### src/rtl/ntt_layer_ctrl.sv
// Layer sequencer for the 8-butterfly NTT/iNTT datapath: walks 7 layers,
// issues bank reads, computes twiddle base indices and delays write-backs.
module ntt_layer_ctrl #(
  parameter int unsigned ADDR_WIDTH = 5,
  parameter int unsigned RD_LAT     = 1,
  parameter int unsigned BU_LAT     = 4,
  parameter int unsigned N_RD       = 16
) (
  input  logic                  clk_i,
  input  logic                  rst_i,
  input  logic                  start_i,
  input  logic                  mode_i,
  output logic                  busy_o,
  output logic                  done_o,
  output logic [7:0]            len_o,
  output logic [2:0]            layer_o,
  output logic                  rd_en_o,
  output logic [ADDR_WIDTH-1:0] rd_addr_a_o,
  output logic [ADDR_WIDTH-1:0] rd_addr_b_o,
  output logic [6:0]            tw_idx_o,
  output logic                  wr_en_o,
  output logic [ADDR_WIDTH-1:0] wr_addr_a_o,
  output logic [ADDR_WIDTH-1:0] wr_addr_b_o
);

  localparam int unsigned L        = RD_LAT + BU_LAT;
  localparam int unsigned K_W      = $clog2(N_RD);
  localparam int unsigned D_W      = $clog2(L) + 1;
  localparam int unsigned N_LAYERS = 7;

  localparam logic [1:0] S_IDLE  = 2'd0;
  localparam logic [1:0] S_READ  = 2'd1;
  localparam logic [1:0] S_DRAIN = 2'd2;
  localparam logic [1:0] S_DONE  = 2'd3;

  logic [1:0]     state_q, state_d;
  logic [K_W-1:0] k_q, k_d;
  logic [D_W-1:0] dcnt_q, dcnt_d;
  logic [2:0]     layer_q, layer_d;
  logic           mode_q, mode_d;

  logic                  busy_q, busy_d;
  logic                  done_q, done_d;
  logic [7:0]            len_q, len_d;
  logic [2:0]            layer_o_q, layer_o_d;
  logic                  rd_en_q, rd_en_d;
  logic [ADDR_WIDTH-1:0] rd_addr_a_q, rd_addr_a_d;
  logic [ADDR_WIDTH-1:0] rd_addr_b_q, rd_addr_b_d;
  logic [6:0]            tw_idx_q, tw_idx_d;

  logic [L-1:0]          wr_en_pipe_q, wr_en_pipe_d;
  logic [ADDR_WIDTH-1:0] wr_a_pipe_q [L];
  logic [ADDR_WIDTH-1:0] wr_a_pipe_d [L];
  logic [ADDR_WIDTH-1:0] wr_b_pipe_q [L];
  logic [ADDR_WIDTH-1:0] wr_b_pipe_d [L];

  logic [2:0] shift;
  logic [8:0] k_scaled;
  logic [8:0] tw_off;
  logic [8:0] tw_full;

  // Sequencer next-state: layer/k/drain counters and latched mode
  always_comb begin
    state_d = state_q;
    k_d     = k_q;
    dcnt_d  = dcnt_q;
    layer_d = layer_q;
    mode_d  = mode_q;
    case (state_q)
      S_IDLE: begin
        if (start_i) begin
          state_d = S_READ;
          k_d     = '0;
          layer_d = '0;
          mode_d  = mode_i;
        end
      end
      S_READ: begin
        if (k_q == K_W'(N_RD - 1)) begin
          state_d = S_DRAIN;
          dcnt_d  = '0;
        end else begin
          k_d = k_q + K_W'(1);
        end
      end
      S_DRAIN: begin
        if (dcnt_q == D_W'(L - 1)) begin
          if (layer_q == 3'(N_LAYERS - 1)) begin
            state_d = S_DONE;
          end else begin
            state_d = S_READ;
            layer_d = layer_q + 3'd1;
            k_d     = '0;
          end
        end else begin
          dcnt_d = dcnt_q + D_W'(1);
        end
      end
      S_DONE:  state_d = S_IDLE;
      default: state_d = S_IDLE;
    endcase
  end

  // Output values for the upcoming cycle, derived from the next state
  always_comb begin
    rd_en_d     = (state_d == S_READ);
    busy_d      = (state_d == S_READ) || (state_d == S_DRAIN);
    done_d      = (state_d == S_DONE);
    // log2(len): NTT starts at 7 and shrinks, iNTT starts at 1 and grows
    shift       = mode_d ? (layer_d + 3'd1) : (3'd7 - layer_d);
    k_scaled    = 9'(k_d) << 3;
    tw_off      = k_scaled >> shift;
    if (mode_d) tw_full = (9'd256 >> shift) - 9'd1 - tw_off;
    else        tw_full = (9'd128 >> shift) + tw_off;
    len_d       = busy_d ? (8'd1 << shift) : 8'd0;
    layer_o_d   = busy_d ? layer_d : 3'd0;
    rd_addr_a_d = rd_en_d ? ADDR_WIDTH'(k_d) : '0;
    rd_addr_b_d = rd_en_d ? (ADDR_WIDTH'(k_d) + ADDR_WIDTH'(N_RD)) : '0;
    tw_idx_d    = rd_en_d ? 7'(tw_full) : 7'd0;
  end

  // Write-back delay line: read strobe/addresses shifted by L cycles
  always_comb begin
    wr_en_pipe_d    = wr_en_pipe_q;
    wr_a_pipe_d     = wr_a_pipe_q;
    wr_b_pipe_d     = wr_b_pipe_q;
    wr_en_pipe_d[0] = rd_en_q;
    wr_a_pipe_d[0]  = rd_addr_a_q;
    wr_b_pipe_d[0]  = rd_addr_b_q;
    for (int i = 1; i < int'(L); i++) begin
      wr_en_pipe_d[i] = wr_en_pipe_q[i-1];
      wr_a_pipe_d[i]  = wr_a_pipe_q[i-1];
      wr_b_pipe_d[i]  = wr_b_pipe_q[i-1];
    end
  end

  // State, output and pipeline registers; reset also flushes pending writes
  always_ff @(posedge clk_i) begin
    if (!rst_i) begin
      state_q      <= S_IDLE;
      k_q          <= '0;
      dcnt_q       <= '0;
      layer_q      <= '0;
      mode_q       <= 1'b0;
      busy_q       <= 1'b0;
      done_q       <= 1'b0;
      len_q        <= '0;
      layer_o_q    <= '0;
      rd_en_q      <= 1'b0;
      rd_addr_a_q  <= '0;
      rd_addr_b_q  <= '0;
      tw_idx_q     <= '0;
      wr_en_pipe_q <= '0;
      for (int i = 0; i < int'(L); i++) begin
        wr_a_pipe_q[i] <= '0;
        wr_b_pipe_q[i] <= '0;
      end
    end else begin
      state_q      <= state_d;
      k_q          <= k_d;
      dcnt_q       <= dcnt_d;
      layer_q      <= layer_d;
      mode_q       <= mode_d;
      busy_q       <= busy_d;
      done_q       <= done_d;
      len_q        <= len_d;
      layer_o_q    <= layer_o_d;
      rd_en_q      <= rd_en_d;
      rd_addr_a_q  <= rd_addr_a_d;
      rd_addr_b_q  <= rd_addr_b_d;
      tw_idx_q     <= tw_idx_d;
      wr_en_pipe_q <= wr_en_pipe_d;
      wr_a_pipe_q  <= wr_a_pipe_d;
      wr_b_pipe_q  <= wr_b_pipe_d;
    end
  end

  assign busy_o      = busy_q;
  assign done_o      = done_q;
  assign len_o       = len_q;
  assign layer_o     = layer_o_q;
  assign rd_en_o     = rd_en_q;
  assign rd_addr_a_o = rd_addr_a_q;
  assign rd_addr_b_o = rd_addr_b_q;
  assign tw_idx_o    = tw_idx_q;
  assign wr_en_o     = wr_en_pipe_q[L-1];
  assign wr_addr_a_o = wr_a_pipe_q[L-1];
  assign wr_addr_b_o = wr_b_pipe_q[L-1];

endmodule

### config.mk
export PLATFORM = sky130hd
export DESIGN_NAME = ntt_layer_ctrl
export DESIGN_NICKNAME = d
export VERILOG_FILES = /design/src/rtl/ntt_layer_ctrl.sv
export SDC_FILE = /design/constraint.sdc
export NUM_CORES = 1
export LEC_CHECK = 0
export BUFFER_PORTS_ARGS = -buffer_cell sky130_fd_sc_hd__buf_2
export CAP_MARGIN = 20
export CORE_MARGIN = 8
export CORE_UTILIZATION = 52
export CTS_BUF_LIST = sky130_fd_sc_hd__clkbuf_4
export DETAILED_ROUTE_END_ITERATION = 16
export HOLD_SLACK_MARGIN = 0.05
export PLACE_DENSITY = 0.76
export SYNTH_ARGS = -nofsm -noshare
export SYNTH_HDL_FRONTEND = slang
export SYNTH_SLANG_ARGS = --single-unit
### constraint.sdc
create_clock -name clk_i -period 4.1 [get_ports clk_i]
set_input_delay 0.205 -clock clk_i [delete_from_list [all_inputs] [get_ports clk_i]]
set_output_delay 0.205 -clock clk_i [all_outputs]
set_load 0.01 [all_outputs]
; Word-level counts from Yosys, hierarchy flattened
; Cells that the tools add are included.
[totals]
reg_bits = 100
word_cells = 76
latchBits = 0
ramBits = 0
mem_count = 0
romBits = 0
[classes]
muxes = 21
n_shift = 4
mul = 0
bitwise_logic = 0
n_addsub = 9
n_div = 0
order_cmp = 0
eq_ne = 11
n_reduce_logical = 6
[op_table]
columns = operator, count
row1 = $mux W4, 6
row2 = $mux W3, 4
row3 = $pmux W4 S3, 1
row4 = $shr A9 B3 Y7 const A, 1
row5 = $add A4 B1 Y4 const B, 2
row6 = $eq A2 B2 Y1 const B, 4
row7 = $mux W2, 4
row8 = $pmux W2 S4, 1
row9 = $pmux W4 S2, 1
row10 = $shl A1 B3 Y8 const A, 1
row11 = $shr A8 B3 Y7 const A, 1
row12 = $add A7 B7 Y7, 1
row13 = $mux W7, 1
row14 = $shr A7 B3 Y7, 1
row15 = $sub A7 B1 Y7 const B, 1
row16 = $sub A7 B7 Y7, 1
row17 = $add A3 B1 Y3 const B, 2
row18 = $pmux W3 S2, 1
row19 = $add A4 B5 Y5 const B, 1
row20 = $eq A2 B1 Y1 const B, 2
row21 = $eq A4 B3 Y1 const B, 1
row22 = $eq A4 B4 Y1 const B, 1
row23 = $ne A2 B2 Y1 const B, 2
row24 = $reduce_and A2 Y1, 2
row25 = 7 further kinds, 8

; Logic depth before layout (Yosys ltp)
; Gate-level depths: netlist of run 1.
[logic_depth]
depth_word = 10
mapped_depth = 21

; Worst setup path before layout of run 1
; OpenSTA, ideal clock, no wires.
[synth_timing]
path_type = register to register
startpoint = reg layer_q[0]
endpoint = reg tw_idx_q[6] (netlist: tw_idx_o[6])
arrival_time_ps = 4273
stages_incl_launch_ff = 21
period_less_slack_ps = 4404
setup_time_ps = 131
t_required_ps = 3969
setup_slack_ps = -304
path_buffers = 1
cell_sequence = dfxtp_1 -> inv_1 -> ha_1 -> and2_1 -> o31a_4 -> a21oi_4 -> inv_1 -> ha_1 -> nor2_1 -> xor2_1 -> clkbuf_1 -> nand3_1 -> a21oi_1 -> or2_2 -> inv_1 -> ha_1 -> a21o_1 -> and3_1 -> a21o_1 -> a221oi_1 -> a211oi_2
[synth_between]
elab_chain_len = 10
word_cells_on_any_way = 24
classes_between = 6 x add/sub / 2 x eq/ne / 3 x shift / 12 x mux / 1 x reduce/logical
[synth_rtl]
columns = item, line_no
row1 = "start, declared", 39  ; logic [2:0] layer_q, layer_d;
row2 = "start signal, assigned", 162  ; layer_q <= layer_d;
row3 = $add A3 B1 Y3 / $eq A3 B3 Y1 (equally long branches), "92, 88"
row4 = $mux W3, 88  ; if (layer_q == 3'(N_LAYERS - 1)) begin
row5 = $mux W3, 87  ; if (dcnt_q == D_W'(L - 1)) begin
row6 = $pmux W3 S2 *, 69  ; case (state_q)
row7 = net layer_d[0], 39
row8 = $sub A3 B3 Y3 / $add A3 B1 Y3 (equally long branches), 110  ; shift = mode_d ? (layer_d + 3'd1) : (3'd7 - layer_d);
row9 = $mux W3 *, 110
row10 = $shr A9 B3 Y7, 113  ; if (mode_d) tw_full = (9'd256 >> shift) - 9'd1 - tw_off;
row11 = $sub A7 B1 Y7, 113
row12 = $sub A7 B7 Y7, 113
row13 = $mux W7 *, 113
row14 = "end signal, assigned", 171  ; tw_idx_q <= tw_idx_d;
row15 = "end, declared", 49  ; logic [6:0] tw_idx_q, tw_idx_d;
; Mark *: on every way through the listed nets, which the timed path passes. The rest lies on a longest branch.
; A chain may end at the register's enable or synchronous reset.

; Worst setup path in the final report of run 1
[layout_timing]
startpoint = reg layer_q[0]
endpoint = reg tw_idx_q[4] (netlist: tw_idx_o[4])
; The elaborated chain is that of the path after synthesis.

==> summary.txt, run 1 <==
Status
  • Outcome: complete, no violations

Floorplanning
  • I/O Pins: 46
  • Die ar.: 0.00919 sq mm
  • Row cnt: 29
  • Die Span Y: 95.9 um
  • Core footprint: 0.00624 sq mm
  • Initial cell density of the core: 0.531
  • Die span in x: 95.9 um

Synth
  • Main flop type after synthesis: dfxtp_1
  • Synthesized area per cell: 9.42 sq um
  • Register area share after synthesis: 0.423
  • Synth top area share: 0.423
  • Synth area leaders: dfxtp_1, and2_1, ha_1, buf_4, nand2_1
  • Async S/R FF share, synth: 0
  • Yosys reg bits: 70
  • Total of warnings raised by yosys: 0
  • EDFF count, synth: 0
  • Cell taking the most area after synthesis: dfxtp_1
  • Synth cell types: 59
  • Mapped Area: 0.00332 sq mm
  • Synth Instances: 352

Pwr
  • P per Cell Area: 343 mW/mm^2
  • Leakage: 1.71 nW
  • VDD IR max: 0.254 mV

Critical path
  • Critical path startpoint category: register
  • Buf/Inv on CP: 2
  • Family with the most delay on the worst path: compound AO/OA/AOI/OAI gates
  • Crit path required time: 4420 ps
  • CP Class: register to register
  • Worst r2r src: layer_q[0]
  • Critical path, cell by cell: inv_1, ha_1, and2_1, o31a_4, a21oi_4, inv_4, ha_1, and2_1, a21oi_4, mux2i_2, o2bb2ai_1, ha_1, fa_2, nor3b_2, xnor2_1, a211oi_2
  • R2R cell count: 16
  • Crit-path max cell delay: 410 ps
  • CP max-delay cell: dfxtp_4
  • Worst setup EP type: register
  • Arrival @ worst endpoint: 4180 ps
  • Reg2Reg Setup Slack: 240 ps
  • Crit path max fanout: 7
  • Most used cell along the critical path: ha_1
  • RR Endpoint: tw_idx_o[4]

CTS
  • CTS tree: built
  • Root Buffer: clkbuf_4
  • CTS max path bufs: 2
  • Sink Count: 70
  • Clock-pin slew on the worst setup and hold paths: 120 ps
  • Hold-fix buffers, CTS: 0
  • H-tree lvl count: 3
  • Clk Latency, worst-skew pair: 420 ps
  • Number of CTS-inserted buffers: 9

Flow run
  • Maxcap violations: 0

Min path
  • Worst hold start: mode_i
  • Worst Hold Depth: 3
  • Worst hold path class: input pin to register
  • Hold EP: tw_idx_o[3]

Timing
  • Slew @ Worst Pin: 575 ps
  • Hold Fails Final Rpt: 0
  • Highest Clock Rate: 259 MHz
  • Final count of pins violating max slew: 0
  • Fin crit share: 0.941
  • Setup WS post-layout: 240 ps
  • Worst Skew: 14.6 ps
  • Relative slew slack: 0.614
  • Endpoints failing setup: 0
  • Final min period: 3860 ps

Detailed routing
  • Via density: 5.30
  • Drt initial violations: 143
  • DRC Markers: 0
  • Total Wirelength: 6.70 mm
  • Drt wl/cell: 14.2 um
  • Vias: 2502
  • Antenna Violating Nets Remaining: 0
  • Pre-Repair DR Iteration Count: 4

Cells and area
  • Most frequent cells in the layout: dfxtp_1, and2_1, buf_2
  • Ant diodes: 0
  • Final nets: 413
  • Commonest non-fill, non-tap cell in the layout: dfxtp_1
  • Layout Cells excl Fill: 472
  • Share of cells above drive strength 1: 0.251
  • Area added between synthesis and finish: 13.1%
  • Fillers: 535

Global route
  • First-pass GRT wire length: 11.0 mm
  • Overflow after GRT: 0
  • Vias in the first global route: 2349
  • GR Util All Layers: 0.153
  • Largest net degree at the start of global routing: 47
  • Initial antenna violation count: 0

Placement
  • Pre-CTS WS: 170 ps
  • GPL Wtd Cong: 0.887
  • IO buf count: 43
  • DP Cell Count: 455
  • Post-DP HPWL: 4.85 mm
Yosys cell counts, drive strengths merged (3+ instances only):
cell	number
dfxtp	70
and2	46
nand2	27
nor2	20
a21oi	18
buf	18
inv	18
ha	17
nor3	12
clkbuf	10
o21ai	10
a211oi	8
nand3	8
mux2i	6
xnor2	5
xor2	5
a21o	4
and3	4
or3	4
mux2	3
nand4	3
nor2b	3
o211ai	3
final cells by class:
cell class,count,area (sq um),area share
clock buffer,9,67.6,0.0180
clock inverter,7,61.3,0.0163
inverter,18,70.1,0.0187
multi-input combinational,237,1750,0.466
sequential,70,1410,0.375
tap,77,96.3,0.0257
timing repair buffer,54,302,0.0804
worst min-delay path, delay by kind of cell:
| kind | cells | cell delay (ps) |
|---|---|---|
| multiplexers | 1 | 220 |
| AO/OA/AOI/OAI | 1 | 90 |
| buffers and inverters | 1 | 90 |
through the flow:
| stage | hold WS (ps) | setup TNS [ps] | util | total power [W] | cell area, sq um |
|---|---|---|---|---|---|
| 6_report | 230 | 0 | 0.601 | 0.00129 | 3750 |
| 5_1_grt | 231 | -12.8 | 0.601 | 0.00135 | 3750 |
| 4_1_cts | 206 | 0 | 0.588 | 0.00128 | 3670 |
| 3_5_place_dp | 419 | 0 | 0.567 | 0.000877 | 3540 |
| 3_3_place_gp | 414 | 0 | 0.567 | 0.000875 | 3540 |
| 2_1_floorplan | 412 | 0 | - | 0.000841 | 3330 |
registers in the layout, summed over array words and instances, names as in the netlist, 4 cells and up:
signal and count:
tw_idx_o 7, len_o 8, wr_addr_b_o 5, dcnt_q 4
wr_en_pipe_q 5, k_q 4, wr_b_pipe_d 20
logic make-up after synthesis:
| kind of cell | synth area share |
|---|---|
| AOI/OAI and AO/OA | 0.128 |
| xor gates and xnor gates | 0.0264 |
| adders and majority gates | 0.0762 |
| buffers and inverters | 0.0728 |
| DFF | 0.423 |
| muxes | 0.0317 |
| other | 0.00113 |
| and+or+nand+nor | 0.242 |
what timing repair did:
item | in CTS | in global routing
gates resized for setup | 0 | 13
buffers inserted | 0 | 1
endpoints found under the setup margin | 0 | 3
worst max path at each step:
| stage | endpoint | startpoint | cells after the start | slack, ps |
|---|---|---|---|---|
| 5_1_grt | tw_idx_o[6] | layer_q[0] | 20 | -10 |
| 6_report | tw_idx_o[4] | layer_q[0] | 16 | 240 |
| 2_1_floorplan | tw_idx_o[6] | layer_q[0] | 20 | 4 |
| 3_3_place_gp | tw_idx_o[6] | layer_q[0] | 19 | 220 |
| 4_1_cts | tw_idx_o[6] | layer_q[0] | 16 | 140 |
| 3_5_place_dp | tw_idx_o[6] | layer_q[0] | 19 | 170 |
layer usage:
metal	vias to the layer above	share of wire	track usage	wire length, um
li1	1254	-	-	-
met1	1177	0.45	0.188	3020
met2	56	0.47	0.249	3160
met3	15	0.059	0.0398	393
met4	0	0.020	0.0602	131
met5	-	0	0	0
where the power goes:
part           total, W  switching [W]  internal [W]
registers      0.000701     0.00000629      0.000695
clock network  0.000411       0.000275      0.000136
logic          0.000174       0.000105     0.0000691
total           0.00129       0.000386      0.000899
Power figures use the tool's default switching activity.
==> inputs of run 2 (changes only) <==
--- a/config.mk
+++ b/config.mk
@@ -13,2 +13,3 @@
 export DETAILED_ROUTE_END_ITERATION = 16
+export GPL_TIMING_DRIVEN = 0
 export HOLD_SLACK_MARGIN = 0.05
==> constraint.sdc (replaced) <==
create_clock -name clk_i -period 4.1 [get_ports clk_i]
set_input_delay 0.82 -clock clk_i [delete_from_list [all_inputs] [get_ports clk_i]]
set_output_delay 0.82 -clock clk_i [all_outputs]
set_load 0.01 [all_outputs]
==> summary.txt, run 2 (synthesized netlist as in run 1, its figures left out) <==
Cells and area
  • Area added between synthesis and finish: 19.1%
  • Fillers: 561
  • Ant diodes: 0
  • Number of flip-flops in the largest register: 20
  • Share of cells above drive strength 1: 0.284
  • Final Cell Area: 0.00395 sq mm
  • Commonest non-fill, non-tap cell in the layout: dfxtp_1
  • Most frequent cells in the layout: dfxtp_1, and2_1, buf_2
  • Final nets: 437
  • Layout Cells excl Fill: 496

Critical path
  • CP Launch Point: dcnt_q[0]
  • Crit path required time: 4440 ps
  • Crit path max fanout: 12
  • Arrival @ worst endpoint: 4240 ps
  • R2R cell count: 16
  • CP Class: register to register
  • Reg2Reg Setup Slack: 200 ps
  • Critical path startpoint category: register
  • RR Endpoint: tw_idx_o[6]
  • Worst setup EP type: register
  • Worst r2r src: dcnt_q[0]

Status
  • Outcome: complete, no violations

Global route
  • Vias in the first global route: 2464
  • GR Util All Layers: 0.153
  • Initial antenna violation count: 0
  • Largest net degree at the start of global routing: 16
  • First-pass GRT wire length: 11.0 mm
  • Overflow after GRT: 0

CTS
  • CTS tree: built
  • Number of CTS-inserted buffers: 9
  • Root Buffer: clkbuf_4
  • Hold-fix buffers, CTS: 0
  • Clock-pin slew on the worst setup and hold paths: 130 ps
  • Clk Latency, worst-skew pair: 420 ps
  • H-tree lvl count: 3
  • CTS max path bufs: 2
  • Sink Count: 70

Min path
  • Worst hold path class: register to register
  • Worst hold start: wr_b_pipe_d[17]
  • Worst Hold Depth: 1
  • Hold EP: wr_b_pipe_d[12]

Detailed routing
  • Antenna Violating Nets Remaining: 0
  • Drt wl/cell: 13.9 um
  • DRC Markers: 0
  • Via density: 5.25
  • Total Wirelength: 6.90 mm
  • Drt initial violations: 147
  • Vias: 2605
  • Pre-Repair DR Iteration Count: 4

Timing
  • Setup WS post-layout: 202 ps
  • Highest Clock Rate: 257 MHz
  • WHS: 442 ps
  • Final min period: 3900 ps
  • Endpoints failing setup: 0
  • Fin crit share: 0.951
  • Relative slew slack: 0.637
  • Slew @ Worst Pin: 541 ps
  • Final count of pins violating max slew: 0
  • Worst Skew: 15.5 ps
  • Hold Fails Final Rpt: 0
  • RSZ-0062 raised after global routing: no
  • Setup TNS: 0 ps

Floorplanning
  • Die Span Y: 95.9 um
  • Row cnt: 29
  • I/O Pins: 46
  • Die span in x: 95.9 um
  • Initial cell density of the core: 0.531
  • Die ar.: 0.00919 sq mm
  • Core footprint: 0.00624 sq mm

Placement
  • IO buf count: 42
  • Instance area at placement: 0.00371 sq mm
  • Post-DP HPWL: 5.12 mm
  • GPL Wtd Cong: 0.847
  • DP Cell Count: 472
  • Pre-CTS WS: -509 ps

Pwr
  • Leakage: 1.82 nW
  • P per Cell Area: 329 mW/mm^2
  • VDD IR max: 0.219 mV

Flow run
  • Maxcap violations: 0
run 2: cell count changes in the layout (fill, tap and decap cells not counted), sizes merged:
cell,previous run,this run
buf,54,69
clkbuf,9,18
clkinv,1,2
clkinvlp,2,1
run 2: worst max-delay path: stages, from the launching register on:
cell       delay (ps)
dfxtp_1           350
inv_1             100
ha_2              210
nand3b_4          120
o31a_4            400
a21oi_4           170
inv_4             100
ha_1              310
and2_1            180
a21oi_4           250
mux2i_4           360
o2bb2ai_2         110
ha_2              220
fa_2              360
and4bb_1          240
mux2i_1           140
a211oi_2          210
run 2: repair_timing:
action | in CTS | in global routing
gates cloned | 0 | 0
endpoints found under the setup margin | 4 | 4
endpoints found under the hold margin | 0 | 0
pin swaps | 1 | 4
gates resized for setup | 1 | 9
setup buffers | 3 | 5
run 2: how the worst max path moves through the flow:
stage / end / slack (ps) / cells after the start
final: tw_idx_o[6] / 200 / 16
after global routing: tw_idx_o[4] / 0.7 / 20
after floorplan: tw_idx_o[4] / -8 / 20
after detailed placement: tw_idx_o[4] / -510 / 19
after global placement: tw_idx_o[4] / -460 / 21
after CTS: tw_idx_o[4] / 30 / 20
run 2: stage by stage:
step           total power [W]   util
2_1_floorplan         0.000850      -
3_3_place_gp          0.000890  0.595
3_5_place_dp          0.000894  0.595
4_1_cts                0.00131  0.619
5_1_grt                0.00136  0.633
6_report               0.00130  0.633
run 2: layout make-up:
type | instances | area, sq um | area share
plain buffers | 28 | 188 | 0.0475
clock buffers | 9 | 67.6 | 0.0171
clock inverters | 7 | 62.6 | 0.0158
inverters | 18 | 70.1 | 0.0177
multi-input cells | 237 | 1790 | 0.453
flip-flops and latches | 70 | 1410 | 0.356
well taps | 77 | 96.3 | 0.0244
repair buffers | 50 | 270 | 0.0684
run 2: metal layers:
metal  global-route usage  wire (um)
met5                    0          0
met4               0.0819        114
met3               0.0296        319
met2                0.266       3540
met1                0.173       2930
run 2: power by group:
group	leakage (nW)	switching, W	internal, W
clock network	0.0694	0.000276	0.000137
logic	1.18	0.000109	0.0000765
registers	0.568	0.00000676	0.000695
total	1.82	0.000392	0.000908
==> inputs of run 3 (changes only) <==
Clock period 4.1 ns to 3.4 ns, I/O delays scaled along.
==> summary.txt, run 3 (synthesized netlist as in run 1, its figures left out) <==
Status
  • Outcome: finished with violations
  • Violated checks: setup timing

Timing
  • Setup WS post-layout: -232 ps
  • Final min period: 3630 ps
  • Hold Fails Final Rpt: 0
  • Slew @ Worst Pin: 577 ps
  • Endpoints failing setup: 5
  • Highest Clock Rate: 275 MHz
  • Worst Skew: 12.9 ps
  • Relative slew slack: 0.615
  • Fin crit share: 1.07
  • RSZ-0062 raised after global routing: yes
  • Final count of pins violating max slew: 0

Min path
  • Hold EP: wr_addr_b_o[2]
  • Worst Hold Depth: 1
  • Worst hold path class: register to register
  • Worst hold start: wr_b_pipe_d[2]

Placement
  • Pre-CTS WS: -965 ps
  • IO buf count: 42
  • Post-DP HPWL: 5.08 mm
  • Instance area at placement: 0.00375 sq mm
  • GPL Wtd Cong: 0.837

CTS
  • H-tree lvl count: 3
  • CTS max path bufs: 2
  • Hold-fix buffers, CTS: 0
  • Root Buffer: clkbuf_4
  • Number of CTS-inserted buffers: 9
  • Clock-pin slew on the worst setup and hold paths: 130 ps
  • CTS tree: built
  • Clk Latency, worst-skew pair: 420 ps
  • Sink Count: 70

Detailed routing
  • Drt wl/cell: 15.2 um
  • Vias: 2802
  • Total Wirelength: 7.93 mm
  • Antenna Violating Nets Remaining: 0
  • Pre-Repair DR Iteration Count: 5
  • Via density: 5.39
  • Drt initial violations: 154
  • DRC Markers: 0

Critical path
  • Reg2Reg Setup Slack: -230 ps
  • Worst setup EP type: register
  • CP Class: register to register
  • RR Endpoint: tw_idx_o[6]
  • Crit path required time: 3730 ps
  • R2R cell count: 20
  • Crit path max fanout: 6
  • Arrival @ worst endpoint: 3960 ps
  • Critical path startpoint category: register
  • Worst r2r src: layer_q[0]

Cells and area
  • Commonest non-fill, non-tap cell in the layout: dfxtp_1
  • Area added between synthesis and finish: 29.9%
  • Final nets: 461
  • Number of flip-flops in the largest register: 20
  • Ant diodes: 0
  • Share of cells above drive strength 1: 0.400
  • Most frequent cells in the layout: dfxtp_1, buf_4, and2_1
  • Final Cell Area: 0.00431 sq mm

Floorplanning
  • Initial cell density of the core: 0.531
  • Die span in x: 95.9 um
  • Die ar.: 0.00919 sq mm
  • Die Span Y: 95.9 um
  • I/O Pins: 46
  • Core footprint: 0.00624 sq mm
  • Row cnt: 29

Pwr
  • P per Cell Area: 378 mW/mm^2
  • VDD IR max: 0.277 mV
  • Leakage: 1.92 nW

Global route
  • GR Util All Layers: 0.173
  • Largest net degree at the start of global routing: 16
  • First-pass GRT wire length: 12.3 mm
  • Initial antenna violation count: 0
  • Vias in the first global route: 2670
  • Overflow after GRT: 0

Flow run
  • Maxcap violations: 0
run 3: critical path: stages, from the launching register on:
cell and delay (ps):
dfxtp_4 370, inv_2 40, ha_2 170, and2_4 140, o31a_4 360, a21oi_4 200
inv_6 70, ha_4 160, nor2_4 140, xor2_4 260, buf_8 160, nand3_2 70
a21oi_2 160, or2_4 140, inv_2 40, ha_4 200, a21o_1 190, and3_4 160
a21o_1 180, a221oi_2 270, a211oi_2 50
run 3: final cells by class:
class                      instances  area, sq um
multi-input combinational        237         1950
fill                             492         1930
sequential                        70         1410
timing repair buffer              74          454
buffer                            28          195
tap                               77         96.3
inverter                          18         72.6
clock buffer                       9         67.6
clock inverter                     7         61.3
run 3: what timing repair did:
action,in CTS,in global routing
resized for setup,28,21
gates cloned,0,0
endpoints found under the hold margin,0,0
pin swaps,18,12
buffers inserted,19,13
setup endpoints to repair,7,6
run 3: worst max path at each step:
| stage | start | to | slack, ps |
|---|---|---|---|
| floorplan | start_i | tw_idx_o[6] | -520 |
| global placement | start_i | tw_idx_o[6] | -950 |
| detailed placement | start_i | tw_idx_o[6] | -960 |
| CTS | layer_q[0] | tw_idx_o[6] | -260 |
| global route | layer_q[0] | tw_idx_o[4] | -310 |
| finish | layer_q[0] | tw_idx_o[6] | -230 |
run 3: layer usage:
metal	part of all wire	global-route usage
met1	0.42	0.194
met2	0.51	0.307
met3	0.057	0.0413
met4	0.022	0.0717
met5	0	0
run 3: stage by stage:
| stage | hold slack, ps | instances | util | setup TNS [ps] | total power [W] |
|---|---|---|---|---|---|
| 2_1_floorplan | 412 | 353 | - | -2090 | 0.00103 |
| 3_3_place_gp | 413 | 472 | 0.601 | -4860 | 0.00108 |
| 3_5_place_dp | 418 | 472 | 0.601 | -5060 | 0.00108 |
| 4_1_cts | 449 | 507 | 0.663 | -867 | 0.00160 |
| 5_1_grt | 458 | 520 | 0.690 | -1220 | 0.00171 |
| 6_report | 446 | 520 | 0.690 | -690 | 0.00163 |
run 3: report_power, final:
| part | internal, W | switching (W) |
|---|---|---|
| registers | 0.000837 | 0.00000797 |
| logic | 0.000125 | 0.000154 |
| clock network | 0.000165 | 0.000338 |
